`src/rtl/serial_adder.sv`:
```
// Bit-serial adder: (a + b + cin) computed LSB first over WIDTH cycles with one full-adder
// cell and a registered carry, framed by valid/ready handshakes on input and output.
module serial_adder #(
  parameter int unsigned WIDTH = 8
) (
  input  logic             clk,
  input  logic             rst_n,
  input  logic             in_valid,
  output logic             in_ready,
  input  logic [WIDTH-1:0] a,
  input  logic [WIDTH-1:0] b,
  input  logic             cin,
  output logic             out_valid,
  input  logic             out_ready,
  output logic [WIDTH-1:0] sum,
  output logic             cout,
  output logic             busy
);

  localparam int unsigned CntW = $clog2(WIDTH + 1);
  localparam logic [CntW-1:0] CntLast = CntW'(WIDTH - 1);

  typedef enum logic [1:0] {StIdle, StCalc, StDone} state_e;

  state_e           state_q, state_d;
  logic [WIDTH-1:0] a_sh_q, a_sh_d;
  logic [WIDTH-1:0] b_sh_q, b_sh_d;
  logic [WIDTH-1:0] sum_sh_q, sum_sh_d;
  logic [WIDTH-1:0] sum_q, sum_d;
  logic             carry_q, carry_d;
  logic             cout_q, cout_d;
  logic [CntW-1:0]  cnt_q, cnt_d;
  logic             bit_sum, bit_carry;
  logic [WIDTH-1:0] sum_shifted;

  always_comb begin
    bit_sum     = a_sh_q[0] ^ b_sh_q[0] ^ carry_q;
    bit_carry   = (a_sh_q[0] & b_sh_q[0]) | (a_sh_q[0] & carry_q) | (b_sh_q[0] & carry_q);
    // New sum bit enters at the MSB so the LSB-first stream lands in place after WIDTH shifts.
    sum_shifted = (sum_sh_q >> 1) | (WIDTH'(bit_sum) << (WIDTH - 1));

    state_d   = state_q;
    a_sh_d    = a_sh_q;
    b_sh_d    = b_sh_q;
    sum_sh_d  = sum_sh_q;
    sum_d     = sum_q;
    carry_d   = carry_q;
    cout_d    = cout_q;
    cnt_d     = cnt_q;
    in_ready  = 1'b0;
    out_valid = 1'b0;

    unique case (state_q)
      StIdle: begin
        in_ready = 1'b1;
        if (in_valid) begin
          a_sh_d  = a;
          b_sh_d  = b;
          carry_d = cin;
          cnt_d   = '0;
          state_d = StCalc;
        end
      end
      StCalc: begin
        carry_d  = bit_carry;
        a_sh_d   = a_sh_q >> 1;
        b_sh_d   = b_sh_q >> 1;
        sum_sh_d = sum_shifted;
        cnt_d    = cnt_q + CntW'(1);
        if (cnt_q == CntLast) begin
          // Visible result is updated only here so it holds across DONE and IDLE.
          sum_d   = sum_shifted;
          cout_d  = bit_carry;
          state_d = StDone;
        end
      end
      StDone: begin
        out_valid = 1'b1;
        if (out_ready) begin
          state_d = StIdle;
        end
      end
      default: state_d = StIdle;
    endcase
  end

  always_ff @(posedge clk or negedge rst_n) begin
    if (!rst_n) begin
      state_q  <= StIdle;
      a_sh_q   <= '0;
      b_sh_q   <= '0;
      sum_sh_q <= '0;
      sum_q    <= '0;
      carry_q  <= 1'b0;
      cout_q   <= 1'b0;
      cnt_q    <= '0;
    end else begin
      state_q  <= state_d;
      a_sh_q   <= a_sh_d;
      b_sh_q   <= b_sh_d;
      sum_sh_q <= sum_sh_d;
      sum_q    <= sum_d;
      carry_q  <= carry_d;
      cout_q   <= cout_d;
      cnt_q    <= cnt_d;
    end
  end

  assign sum  = sum_q;
  assign cout = cout_q;
  assign busy = (state_q != StIdle);

endmodule
```
`config.mk`:
```
export PLATFORM = sky130hd
export DESIGN_NAME = serial_adder
export DESIGN_NICKNAME = d
export VERILOG_FILES = /design/src/rtl/serial_adder.sv
export SDC_FILE = /design/constraint.sdc
export NUM_CORES = 1
export LEC_CHECK = 0
export ABC_AREA = 1
export CAP_MARGIN = 20
export CORE_MARGIN = 2
export CORE_UTILIZATION = 45
export CTS_BUF_LIST = sky130_fd_sc_hd__clkbuf_8
export DETAILED_ROUTE_END_ITERATION = 7
export PLACE_DENSITY = 0.71
export SKIP_LAST_GASP = 1
export SLEW_MARGIN = 20
export SYNTH_ARGS = -nofsm -noshare
export SYNTH_HDL_FRONTEND = slang
export SYNTH_SLANG_ARGS = --single-unit
export TNS_END_PERCENT = 20
```
`constraint.sdc`:
```
create_clock -name clk -period 2.76 [get_ports clk]
set_input_delay 0.276 -clock clk [delete_from_list [all_inputs] [get_ports clk]]
set_output_delay 0.276 -clock clk [all_outputs]
set_load 0.02 [all_outputs]
```
# --- Word level (Yosys, flattened, before mapping) ---
# Cells that the tools add are included.
classes:
  n_addsub: 1
  eq_ne: 6
  muxes: 14
  n_bitwise: 8
  n_reduce_logical: 6
op_table:
  columns: ["op", "n"]
  rows:
  - ["8-bit one-hot mux with 2 select lines", 2]
  - ["8-bit two-way mux", 2]
  - ["7-bit by 8-bit bitwise OR with 8-bit output", 1]
  - ["4-bit one-hot mux with 2 select lines", 1]
  - ["2-bit two-way mux", 3]
  - ["2-bit inequality test, second input constant", 3]
  - ["2-bit one-hot mux with 3 select lines", 1]
  - ["4-bit by 1-bit adder with 4-bit output, second input constant", 1]
  - ["4-bit by 3-bit equality test with 1-bit output, second input constant", 1]
  - ["4-bit two-way mux", 1]
  - ["2-bit AND reduction", 2]
  - ["2-bit nonzero test", 2]
  - ["1-bit bitwise AND", 3]
  - ["1-bit two-way mux", 3]
  - ["3-bit AND reduction", 1]
  - ["2-bit by 1-bit equality test with 1-bit output, second input constant", 1]
  - ["2-bit equality test, second input constant", 1]
  - ["2-bit zero test", 1]
  - ["1-bit bitwise OR", 2]
  - ["1-bit one-hot mux with 2 select lines", 1]
  - ["1-bit XOR", 2]
word_totals:
  ff_bits: 40
  inputBits: 21
  output_inout_bits: 12
  word_cells: 43

# --- Longest topological paths before layout ---
# Gate-level depths: netlist of the first run.
depth:
  word_depth: 4
  ltp_mapped: 6
  ltp_nobuf: 6

# --- Worst setup path after synthesis of the first run ---
# OpenSTA, ideal clock, no wires.
synth_timing:
  path_kind: "reg-to-reg"
  from: "reg a_sh_q[0]"
  to: "reg sum_sh_q[7]"
  setup_ns: 0.126
  arrival_ns: 0.989
  required_time_ns: 2.634
  path_slack_ns: 1.645
  path_stages_with_launch: 4
  path_buffers: 0
  synth_period_minus_slack_ns: 1.115
  path_cell_list: "dfrtp_1 fa_1 nand2_1 o21ai_0"
synth_via:
  elab_chain_cells: 3
synth_lines:
  columns: ["item", "line", "rtl"]
  rows:
  - ["from (decl)", "26", "logic [WIDTH-1:0] a_sh_q, a_sh_d;"]
  - ["from (signal assigned)", "99", "a_sh_q <= a_sh_d;"]
  - ["1-bit XOR (2 in a row)", "37", "bit_sum = a_sh_q[0] ^ b_sh_q[0] ^ carry_q;"]
  - ["via bit_sum", "33", "logic bit_sum, bit_carry;"]
  - ["7-bit by 8-bit bitwise OR with 8-bit output", "40", "sum_shifted = (sum_sh_q >> 1) | (WIDTH'(bit_sum) << (WIDTH - 1));"]
  - ["to (signal assigned)", "101", "sum_sh_q <= sum_sh_d;"]
  - ["to (decl)", "28", "logic [WIDTH-1:0] sum_sh_q, sum_sh_d;"]
# The timed path passes the listed nets, and every way through them passes these cells.
# A chain may end at the register's enable or synchronous reset.

# --- Final worst setup path of the first run ---
layout_timing:
  from: "reg state_q[0]"
  to: "out in_ready"
layout_via:
  elab_chain_cells: 2
layout_lines:
  columns: ["item", "line", "rtl"]
  rows:
  - ["from (decl)", "25", "state_e state_q, state_d;"]
  - ["from (signal assigned)", "89", "state_q <= StIdle;"]
  - ["from (signal assigned)", "98", "state_q <= state_d;"]
  - ["2-bit zero test", "53", "unique case (state_q)"]
  - ["1-bit two-way mux", "53", null]
  - ["to (decl)", "9", "output logic in_ready,"]
# No other way between the ends.

==> metrics.txt, run 1 <==
Worst Path Class, Setup reg -> out; H-tree lvl count 2; Synth Net Count 217; Max-Cap Viols 0; die area 4330 um^2; HPWL Detailed approximately 2100 um; TritonCTS buffer count 5; Rows 22; Max-slew headroom 44.5%; crit path capture type output port; synth warn 0; met1 GRT Util 22.4%; top-area cell type share of the netlist area 56.9%; CP top delay family buffers and inverters; worst path cell trace nor2_2 -> buf_4 -> clkdlybuf4s50_1; Worst path slowest cell clkdlybuf4s50_1; final setup vio count 0; ranking of synthesized cells by area dfrtp_1 (57%), nand3_1 (16%), nand2_1 (14%), o21ai_0 (2.6%), buf_4 (1.3%); Final Hold Viols 0; Die W around 66 um; cell taking the most area after synthesis dfrtp_1; Req. time, crit path approximately 2.5 ns; crit path launch type register; outcome complete, no violations; Clock Sinks 39; Power Density between 1000 and 1500 nW/um^2; Final Non-Filler Cells 275; first-pass GRT wire length around 5500 um; CTS tree done; Vias roughly 1400; Final min period 1.93 ns; setup tns final 0 ns; Critical R2R Capture sum[5]$_DFFE_PN0P_; post-synthesis register bit count 39; crit-path max FO 17; cts hold-fix bufs 0; crit share post-route approximately 70%; RePlAce Congestion around 0.77; reg-to-reg setup timing slack roughly 1.1 ns; DRT iter0 DRCs approximately 100; FFs w/ async S/R, synth 100%; core box area approximately 3700 um^2; worst hold path class in -> async; met2 GRT Util about a quarter; Clock Skew 0.00762 ns; Seq/Total Area, Yosys 56.9%; # IOs 33; Buf+Inv Stages, Crit Path 2; Slew Limit Fails 0; routed len/inst 11.8 um; vias in the first global route between 1000 and 1500; nets between 200 and 250; Total Wirelength 3240 um; Post-CTS Setup Inserts 0; Vias/cell 5.10; worst-case clock buffer depth 2; root buffer selected by CTS clkbuf_8; Syn Inst Count a little under 200; static leakage about 1.1 nW; Port Buffers 32; area grow syn2layout 26.4%; Primary FF master, synth dfrtp_1; cell with the most instances after synthesis nand2_1; Overall Power 2.31 mW; share of layout cells above drive strength 1 ~7.5%; critical path arrival roughly 1.7 ns; Die Ht 65.8 um; Post-DRT Antenna Nets 0; drt drc 0; Post-Syn Area per Cell roughly 8.8 um^2; pin count of the biggest net entering global routing 40; Clock Pin Slew Worst Setup and Hold Paths roughly 0.08 ns; First-pass DRT Iterations 4; Worst path max stage delay approximately 0.64 ns; Ant. Diodes 0; total track usage 17.4%; Netlist Area Pre-Place about 1700 um^2; Remaining Overflow, GRT 0; M3 GR Usage 6.51%; grt peak-use layer met2; Peak VDD IR about 0.00046 V; antenna violations before repair 0; Placed Cells about 270; Reg2Reg Depth 7; EDFF count, synth 0; FF-to-FF Start state_q[1]$_DFFE_PN0P_; post-synth cell types 19; post-CTS sizing 0; Synth top cells by count nand2_1 (63), nand3_1 (54), dfrtp_1 (39); Initial Utilization roughly 47%; worst skew pair latency ~0.30 ns; max frequency 519 MHz; unrepaired setup endpoints after global routing no; Worst-Margin Slew 0.832 ns
==> registers in the layout, summed over array words and instances, names as in the netlist <==
signal / count
a_sh_q: 8
b_sh_q: 8
sum: 8
sum_sh_q: 7
cnt_q: 4
state_q: 2
carry_q: 1
cout: 1
==> how the worst max path moves through the flow <==
stage | start | cells past startpoint | to | slack (ns)
6_report | state_q[0]$_DFFE_PN0P_ | 3 | in_ready | 0.83
5_1_grt | state_q[0]$_DFFE_PN0P_ | 3 | in_ready | 0.72
4_1_cts | state_q[0]$_DFFE_PN0P_ | 4 | busy | 0.81
3_5_place_dp | in_valid | 6 | a_sh_q[7]$_DFFE_PN0P_ | 0.88
3_3_place_gp | in_valid | 6 | a_sh_q[7]$_DFFE_PN0P_ | 0.89
2_1_floorplan | a_sh_q[0]$_DFFE_PN0P_ | 3 | sum_sh_q[7]$_DFFE_PN0P_ | 1.65
==> where the power goes <==
group / internal [mW] / switching, mW
registers: 0.811 / 0.152
logic: 0.350 / 0.513
clock network: 0.292 / 0.197
total: 1.45 / 0.862
==> cell type report <==
| class | count | area [um^2] |
|---|---|---|
| Timing Repair Buffer | 35 | 338 |
| Clock buffer | 6 | 82.6 |
| Fill cell | 332 | 1490 |
| Multi-Input combinational cell | 138 | 652 |
| Sequential cell | 39 | 976 |
| Clock inverter | 2 | 35.0 |
| Inverter | 7 | 26.3 |
| Tap cell | 48 | 60.1 |
==> logic make-up (layout without fill, tap and decap cells) <==
kind of cell	count (synthesis)	in the layout	share of synthesized area, %
DFF	39	39	56.9
AOI/OAI and AO/OA	10	10	3.06
buffers and inverters	17	50	5.17
adders and majority gates	2	2	1.89
and+or+nand+nor	126	126	33.0
==> metal layers <==
metal  wire length (um)  vias to the layer above
li1                   -                      703
met1               1510                      663
met2               1500                       32
met3                175                        5
met4                 55                        0
met5                  0                        -
==> placed cells by master, fill, tap and decap left out, types with 2 or more instances in the layout <==
| master | n |
|---|---|
| buf_4 | 3 |
| o21ai_0 | 9 |
| clkdlybuf4s50_1 | 31 |
| nor2_1 | 4 |
| nand2_2 | 2 |
| dfrtp_1 | 39 |
| nand3_1 | 54 |
| clkbuf_8 | 6 |
| inv_1 | 6 |
| nand2_1 | 63 |
==> stage by stage <==
step                      worst slack (ns)  utilization, %  hold slack, ns  area, um^2
after floorplan                       1.65               -         -0.0196        1720
after global placement               0.891            56.0           0.428        2050
after detailed placement             0.878            56.0           0.429        2050
after CTS                            0.814            59.3          0.0993        2170
after global routing                 0.716            59.3           0.143        2170
final                                0.833            59.3          0.0706        2170
(Power assumes the default switching activity.)
==> run 2, diff against run 1 <==
--- a/config.mk
+++ b/config.mk
@@ -11,7 +11,7 @@
 export CORE_UTILIZATION = 45
 export CTS_BUF_LIST = sky130_fd_sc_hd__clkbuf_8
 export DETAILED_ROUTE_END_ITERATION = 7
-export PLACE_DENSITY = 0.71
+export PLACE_DENSITY = 0.74
 export SKIP_LAST_GASP = 1
 export SLEW_MARGIN = 20
 export SYNTH_ARGS = -nofsm -noshare
==> constraint.sdc (replaced) <==
create_clock -name clk -period 1.7 [get_ports clk]
set_input_delay 0.17 -clock clk [delete_from_list [all_inputs] [get_ports clk]]
set_output_delay 0.17 -clock clk [all_outputs]
set_load 0.02 [all_outputs]
==> run 2 against run 1 <==
Against the previous run: worst setup slack got worse by 0.78 ns; routed wire length increased by 3.5%; register-to-register slack got worse by 0.75 ns; die area unchanged; final cell count increased by 1.1%.
==> metrics.txt, run 2 (synthesis results as in run 1) <==
Clock Power Share between 10% and 20%; final setup vio count 0; Post-CTS Setup Inserts 0; fill count around 340; worst path cell trace nor2_1 -> clkdlybuf4s50_1; antenna violations before repair 0; Worst path max stage delay ~0.62 ns; hold_sp b[7]; First-pass DRT Iterations 4; Placed Area ~2100 um^2; Critical R2R Capture b_sh_q[1]$_DFFE_PN0P_; vias in the first global route around 1300; reg-to-reg setup timing slack 0.30 ns; Final Hold Viols 0; core box area 3660 um^2; Logic pwr share 39.4%; pin count of the biggest net entering global routing 40; commonest non-fill, non-tap cell in the layout nand2_1; share of layout cells above drive strength 1 slightly above 8%; Worst Path Class, Setup reg -> out; Clock Pin Slew Worst Setup and Hold Paths 0.07 ns; final instance area approximately 2200 um^2; CTS tree done; Die Ht approximately 66 um; FF+latch area ~1000 um^2; Die W roughly 66 um; worst-case clock buffer depth 2; Initial Utilization between 40% and 50%; hold slack a little over 0.4 ns; Final min period about 1.7 ns; most frequent cells in the layout nand2_1 (63), nand3_1 (54), dfrtp_1 (39); max frequency ~600 MHz; HPWL Detailed between 2000 and 2500 um; Max-slew headroom 67.3%; Peak VDD IR just over 0.0008 V; multi-input logic area approximately 650 um^2; switching share of total power about two fifths; Post-DRT Antenna Nets 0; H-tree lvl count 2; area grow syn2layout 26.6%; routed len/inst roughly 12 um; RePlAce Congestion 0.776; crit share post-route 97.1%; crit path launch type register; total track usage roughly 19%; Worst path slowest cell clkdlybuf4s50_1; die area around 4300 um^2; drt drc 0; Worst-Margin Slew between 0.4 and 0.5 ns; first-pass GRT wire length 5980 um; FF-to-FF Start state_q[1]$_DFFE_PN0P_; nets 253; crit path capture type output port; Power Density around 1700 nW/um^2; root buffer selected by CTS clkbuf_8; Pint 2.22 mW; Min-Delay Endpoint b_sh_q[7]$_DFFE_PN0P_; crit-path max FO 4; static leakage 1.06 nW; unrepaired setup endpoints after global routing yes; Max-Cap Viols 0; # IOs 33; Rows 22; NetSw ~1.4 mW; worst skew pair latency approximately 0.29 ns; outcome complete, no violations; Ant. Diodes 0; Slew Limit Fails 0; Port Buffers 32; TritonCTS buffer count 5; Remaining Overflow, GRT 0; Vias/cell a little over 5; Clock Sinks 39; setup ws final roughly 0.049 ns; DRT iter0 DRCs slightly above 90; hold path depth 3; Clock Skew approximately 0.0039 ns; worst hold path class in -> reg; Total Wirelength around 3400 um; Vias 1397; Post-Place Setup Slack 0.311 ns; Reg2Reg Depth 6; Req. time, crit path 1.53 ns; Seq pwr share 43.3%; critical path arrival about 1.5 ns; Overall Power 3.62 mW
## run 2: cell count changes in the layout (fill, tap and decap cells not counted)
cell,delta
dlygate4sd3_1,+1
dlymetal6s2s_1,+1
dlygate4sd2_1,+1
clkdlybuf4s50_1,-2
bufinv_16,-1
buf_4,+3
## run 2: metal layers
layer / GRT usage, % / wire (um) / up-vias
met5: 0 / 0 / -
met4: 10.2 / 43 / 0
met3: 4.11 / 181 / 4
met2: 27.8 / 1550 / 39
met1: 25.1 / 1590 / 644
li1: - / - / 710
## run 2: timing repair
item / in CTS / in global routing
hold endpoints to repair: 39 / 0
pin swaps: 0 / 0
hold buffers: 1 / 0
resized for setup: 1 / 1
endpoints found under the setup margin: 2 / 2
## run 2: how the worst max path moves through the flow
stage,from,to
finish,state_q[0]$_DFFE_PN0P_,out_valid
CTS,state_q[0]$_DFFE_PN0P_,busy
global route,state_q[1]$_DFFE_PN0P_,out_valid
global placement,state_q[0]$_DFFE_PN0P_,in_ready
detailed placement,state_q[0]$_DFFE_PN0P_,in_ready
floorplan,a_sh_q[0]$_DFFE_PN0P_,sum_sh_q[7]$_DFFE_PN0P_
## run 2: final cells by class
cell class	count	area share [%]
multi-input combinational	138	30.0
timing repair buffer	39	17.1
clock buffer	6	3.80
sequential	39	44.9
clock inverter	1	0.230
tap	48	2.76
inverter	7	1.21
## run 2: through the flow
stage          setup TNS (ns)  cells  util, %
2_1_floorplan               0    194        -
3_3_place_gp                0    270     56.7
3_5_place_dp                0    270     56.7
4_1_cts                     0    278     59.3
5_1_grt               -0.0192    278     59.4
6_report                    0    278     59.4
## run 2: critical path: cells and delay by family, from the launching register on
family        cells  cell delay [ns]
simple gates      1             0.14
flops             1             0.43
buf+inv           1             0.62
## run 2: power groups by stage
stage / registers [mW] / clock network [mW] / logic, mW
2_1_floorplan: 1.65 / 0 / 0.898
3_3_place_gp: 1.56 / 0 / 1.42
3_5_place_dp: 1.58 / 0 / 1.45
4_1_cts: 1.57 / 0.646 / 1.45
5_1_grt: 1.63 / 0.705 / 1.62
6_report: 1.57 / 0.626 / 1.42
==> run 3, diff against run 2 <==
--- a/config.mk
+++ b/config.mk
@@ -7,10 +7,10 @@
 export LEC_CHECK = 0
 export ABC_AREA = 1
 export CAP_MARGIN = 20
-export CORE_MARGIN = 2
 export CORE_UTILIZATION = 45
 export CTS_BUF_LIST = sky130_fd_sc_hd__clkbuf_8
 export DETAILED_ROUTE_END_ITERATION = 7
+export GPL_ROUTABILITY_DRIVEN = 0
 export PLACE_DENSITY = 0.74
 export SKIP_LAST_GASP = 1
 export SLEW_MARGIN = 20
==> run 3 against run 2 <==
Against the previous run: clock skew increased by 0.0067 ns; critical path type unchanged; core utilization rose by 0.82 points; sequential cell count did not move; highest routed layer unchanged; power is 2.5% higher; worst setup slack worse by 0.019 ns; routed wire length is 2.6% lower; final cell count is 0.72% higher; global-route usage is 1.2 points higher; hold slack better by 0.020 ns.
==> metrics.txt, run 3 (synthesis results as in run 1) <==
CTS tree done; vias in the first global route about 1400; Max-slew headroom approximately two thirds; max frequency around 600 MHz; FF-to-FF Start state_q[1]$_DFFE_PN0P_; Req. time, crit path between 1.5 and 2 ns; drt drc 0; Ant. Diodes 0; Total Wirelength between 3000 and 4000 um; crit path launch type register; H-tree lvl count 2; Rows 22; # IOs 33; unrepaired setup endpoints after global routing yes; static leakage roughly 1.1 nW; First-pass DRT Iterations 4; outcome complete, no violations; Initial Utilization a little under half; first-pass GRT wire length between 6000 and 7000 um; hold path depth 3; worst path cell trace nor2_4 -> clkdlybuf4s50_1; Port Buffers 32; worst hold path class in -> reg; Clock Pin Slew Worst Setup and Hold Paths 0.07 ns; crit path capture type output port; final setup vio count 0; Reg2Reg Depth 6; nets 254; Peak VDD IR 0.000754 V; most frequent cells in the layout nand2_1 (63), nand3_1 (54), dfrtp_1 (39); die area 4070 um^2; root buffer selected by CTS clkbuf_8; Vias/cell between 4 and 5; hold_sp a[7]; crit share post-route between 90% and 100%; Worst path slowest cell clkdlybuf4s50_1; total track usage between 10% and 20%; Remaining Overflow, GRT 0; Final Hold Viols 0; Power Density between 1500 and 2000 nW/um^2; TritonCTS buffer count 5; Clock Skew approximately 0.011 ns; Vias ~1400; Post-DRT Antenna Nets 0; reg-to-reg setup timing slack just under 0.4 ns; commonest non-fill, non-tap cell in the layout nand2_1; Final Non-Filler Cells 280; Die W 63.8 um; Worst Path Class, Setup reg -> out; Slew Limit Fails 0; worst skew pair latency 0.29 ns; HPWL Detailed 2200 um; core box area between 3000 and 4000 um^2; Die Ht between 60 and 70 um; Worst-Margin Slew 0.483 ns; share of layout cells above drive strength 1 under 10%; pin count of the biggest net entering global routing 40; area grow syn2layout 28.4%; final instance area between 2000 and 2500 um^2; DRT iter0 DRCs 84; worst-case clock buffer depth 2; antenna violations before repair 0; final core utilization roughly three fifths; critical path arrival around 1.5 ns; CP startpoint state_q[0]$_DFFE_PN0P_; Placed Area ~2100 um^2; crit-path max FO 4; Min-Delay Endpoint a_sh_q[7]$_DFFE_PN0P_; Critical R2R Capture sum[0]$_DFFE_PN0P_; Worst path max stage delay just over 0.6 ns; routed len/inst 11.7 um; Final min period 1.67 ns; Max-Cap Viols 0; Clock Sinks 39; Placed Cells ~270; hold slack 0.423 ns; Post-CTS Setup Inserts 0
==> run 3: worst max-delay path, delay by kind of cell, from the launching register on <==
family                 cells  cell delay [ns]
buffers and inverters      1             0.62
flip-flops                 1             0.43
AND/OR/NAND/NOR            1             0.16
==> run 3: repair_timing <==
action,CTS,global route
resized for setup,1,1
cloned,0,0
endpoints found under the hold margin,39,0
pin swaps,0,0
endpoints found under the setup margin,2,3
hold buffers,1,0
==> run 3: report_power, final <==
| group | total, mW | internal [mW] | switching (mW) |
|---|---|---|---|
| Clock | 0.690 | 0.369 | 0.321 |
| Combinational | 1.45 | 0.606 | 0.842 |
| Sequential | 1.57 | 1.32 | 0.251 |
==> run 3: area by class of cell <==
cell class | count | area [um^2]
well taps | 48 | 60.1
inverters | 7 | 26.3
repair buffers | 40 | 380
clock buffers | 7 | 96.3
fillers | 328 | 1460
multi-input cells | 138 | 657
clock inverters | 1 | 7.51
flip-flops and latches | 39 | 976
==> run 3: through the flow <==
stage / setup TNS [ns] / worst slack (ns) / power (mW)
after CTS: 0 / 0.0121 / 3.75
after global placement: 0 / 0.233 / 2.99
after floorplan: 0 / 0.585 / 2.54
after global routing: -0.0460 / -0.0246 / 4.03
after detailed placement: 0 / 0.260 / 3.05
final: 0 / 0.0292 / 3.71
==> run 3: worst max path at each step <==
| stage | slack (ns) | end |
|---|---|---|
| 6_report | 0.03 | in_ready |
| 3_3_place_gp | 0.23 | in_ready |
| 2_1_floorplan | 0.59 | sum_sh_q[7]$_DFFE_PN0P_ |
| 3_5_place_dp | 0.26 | busy |
| 4_1_cts | 0.01 | busy |
| 5_1_grt | -0.02 | out_valid |
==> run 3: layer usage <==
layer / part of all wire (%) / global-route usage (%) / up-vias
li1: - / - / 710
met1: 48 / 26.7 / 643
met2: 47 / 31.3 / 40
met3: 3.5 / 3.75 / 2
met4: 0.46 / 8.52 / 0
met5: 0 / 0 / -
==> RTL change (flow settings as in run 1) <==
The parameter `WIDTH` goes from 8 to 32.
--- a/src/rtl/serial_adder.sv
+++ b/src/rtl/serial_adder.sv
@@ -1,7 +1,7 @@
 // Bit-serial adder: (a + b + cin) computed LSB first over WIDTH cycles with one full-adder
 // cell and a registered carry, framed by valid/ready handshakes on input and output.
 module serial_adder #(
-  parameter int unsigned WIDTH = 8
+  parameter int unsigned WIDTH = 32
 ) (
   input  logic             clk,
   input  logic             rst_n,
Interface: changed (resized a, b and sum); port bits go from 33 to 105. No check against the original RTL was run, so the function may have changed too.
==> RTL change against run 1 <==
- sequential cell count up 98
- critical path type is now reg -> reg
- synthesized cell count grew to 3.4 times the old value
- sequential share of layout area grew 1.7 points
- sequential power grew to 3.3 times the old value
- fmax is 6.0% lower
- worst setup slack worse by 120 ps
- design area rose to 3.4 times the old value
- total power rose to 2.9 times the old value
- area after synthesis increased to 3.4 times the old value
- wire length rose to 3.8 times the old value
- die area grew to 3.2 times the old value
==> RTL change: results <==
export IMPL_worst_slew_pin_slew_ps=713.7
export IMPL_drtIter0Drc=307
export IMPL_ir_drop_uv=341.0
export IMPL_grt_max_degree=69
export IMPL_fin_cells=934
export IMPL_grt_pass1_wl_um=20860
export IMPL_crit_start="state_q[1]"
export IMPL_placed_area_um2=6912
export IMPL_viasPerCell=5.016
export IMPL_outcome="completed"
export IMPL_synth_distinct_cells=24
export IMPL_critical_path_arrival_ps=2340
export IMPL_drt_first_pass_iters=5
export IMPL_r2r_end="sum_sh_q[26]"
export IMPL_hpwl_um=7775
export IMPL_wl_met2_um=5522
export IMPL_clkLatencyLatePin_ps=420
export IMPL_place_inst=902
export IMPL_reg2reg_slack_ps=710
export IMPL_nNetsFinal=821
export IMPL_reg2reg_depth=5
export IMPL_synthCells=663
export IMPL_period_needed_ps=2051
export IMPL_synth_nets=734
export IMPL_fillers=1153
export IMPL_gr_usage_all_layers=0.1825
export IMPL_wl_met1_um=5827
export IMPL_htree_levels=4
export IMPL_met3_usage=0.04942
export IMPL_routed_wl_met3_um=723
export IMPL_cp_max_fo=51
[RTL change: changes by cell type in the layout (fill, tap and decap cells not counted), sizes merged, moves of 2 or more]
cell           before  now
nand3              54  171
clkinvlp            0    4
o21ai               9   33
buf                 4    9
dfrtp              39  137
bufinv              1    3
clkbuf              6   20
nand2              65  242
clkdlybuf4s50      31  103
inv                 7   24
[RTL change: power breakdown]
group / total [mW] / internal (mW) / switching, mW
logic: 1.87 / 0.791 / 1.08
clock network: 1.70 / 0.960 / 0.744
registers: 3.19 / 2.73 / 0.456
[RTL change: critical path: stages, from the launching register on]
cell and delay [ps]:
dfrtp_1 400, inv_2 100, nand2_4 250, inv_4 520, buf_4 470, o21ai_0 160
[RTL change: cells by family (layout without fill, tap and decap cells)]
kind of cell               count (synthesis)  count (layout)  share of synthesized area
adders and majority gates                  2               2                   0.005600
DFF                                      137             137                     0.5901
AOI/OAI and AO/OA                         35              35                    0.03058
and+or+nand+nor                          421             421                     0.3153
buffers and inverters                     67             166                    0.05686
xor gates and xnor gates                   1               1                   0.001508
[RTL change: cell type report]
type	instances	area (µm²)	share of cell area
clock buffers	20	275.3	0.03749
clock inverters	11	146.4	0.01994
inverters	22	85.08	0.01159
multi-input cells	459	2056	0.2799
flip-flops and latches	137	3428	0.4669
well taps	172	215.2	0.02931
repair buffers	113	1137	0.1549
[RTL change: timing repair]
| action | CTS | global route |
|---|---|---|
| endpoints found under the hold margin | 45 | 0 |
| hold buffers | 1 | 0 |
| endpoints found under the setup margin | 0 | 0 |
[RTL change: worst min-delay path by stage]
stage	slack (ps)	to	start
3_3_place_gp	230	sum[21]	rst_n
6_report	340	sum[20]	rst_n
2_1_floorplan	-20	a_sh_q[0]	rst_n
4_1_cts	340	sum[20]	rst_n
5_1_grt	360	sum[20]	rst_n
3_5_place_dp	240	sum[20]	rst_n
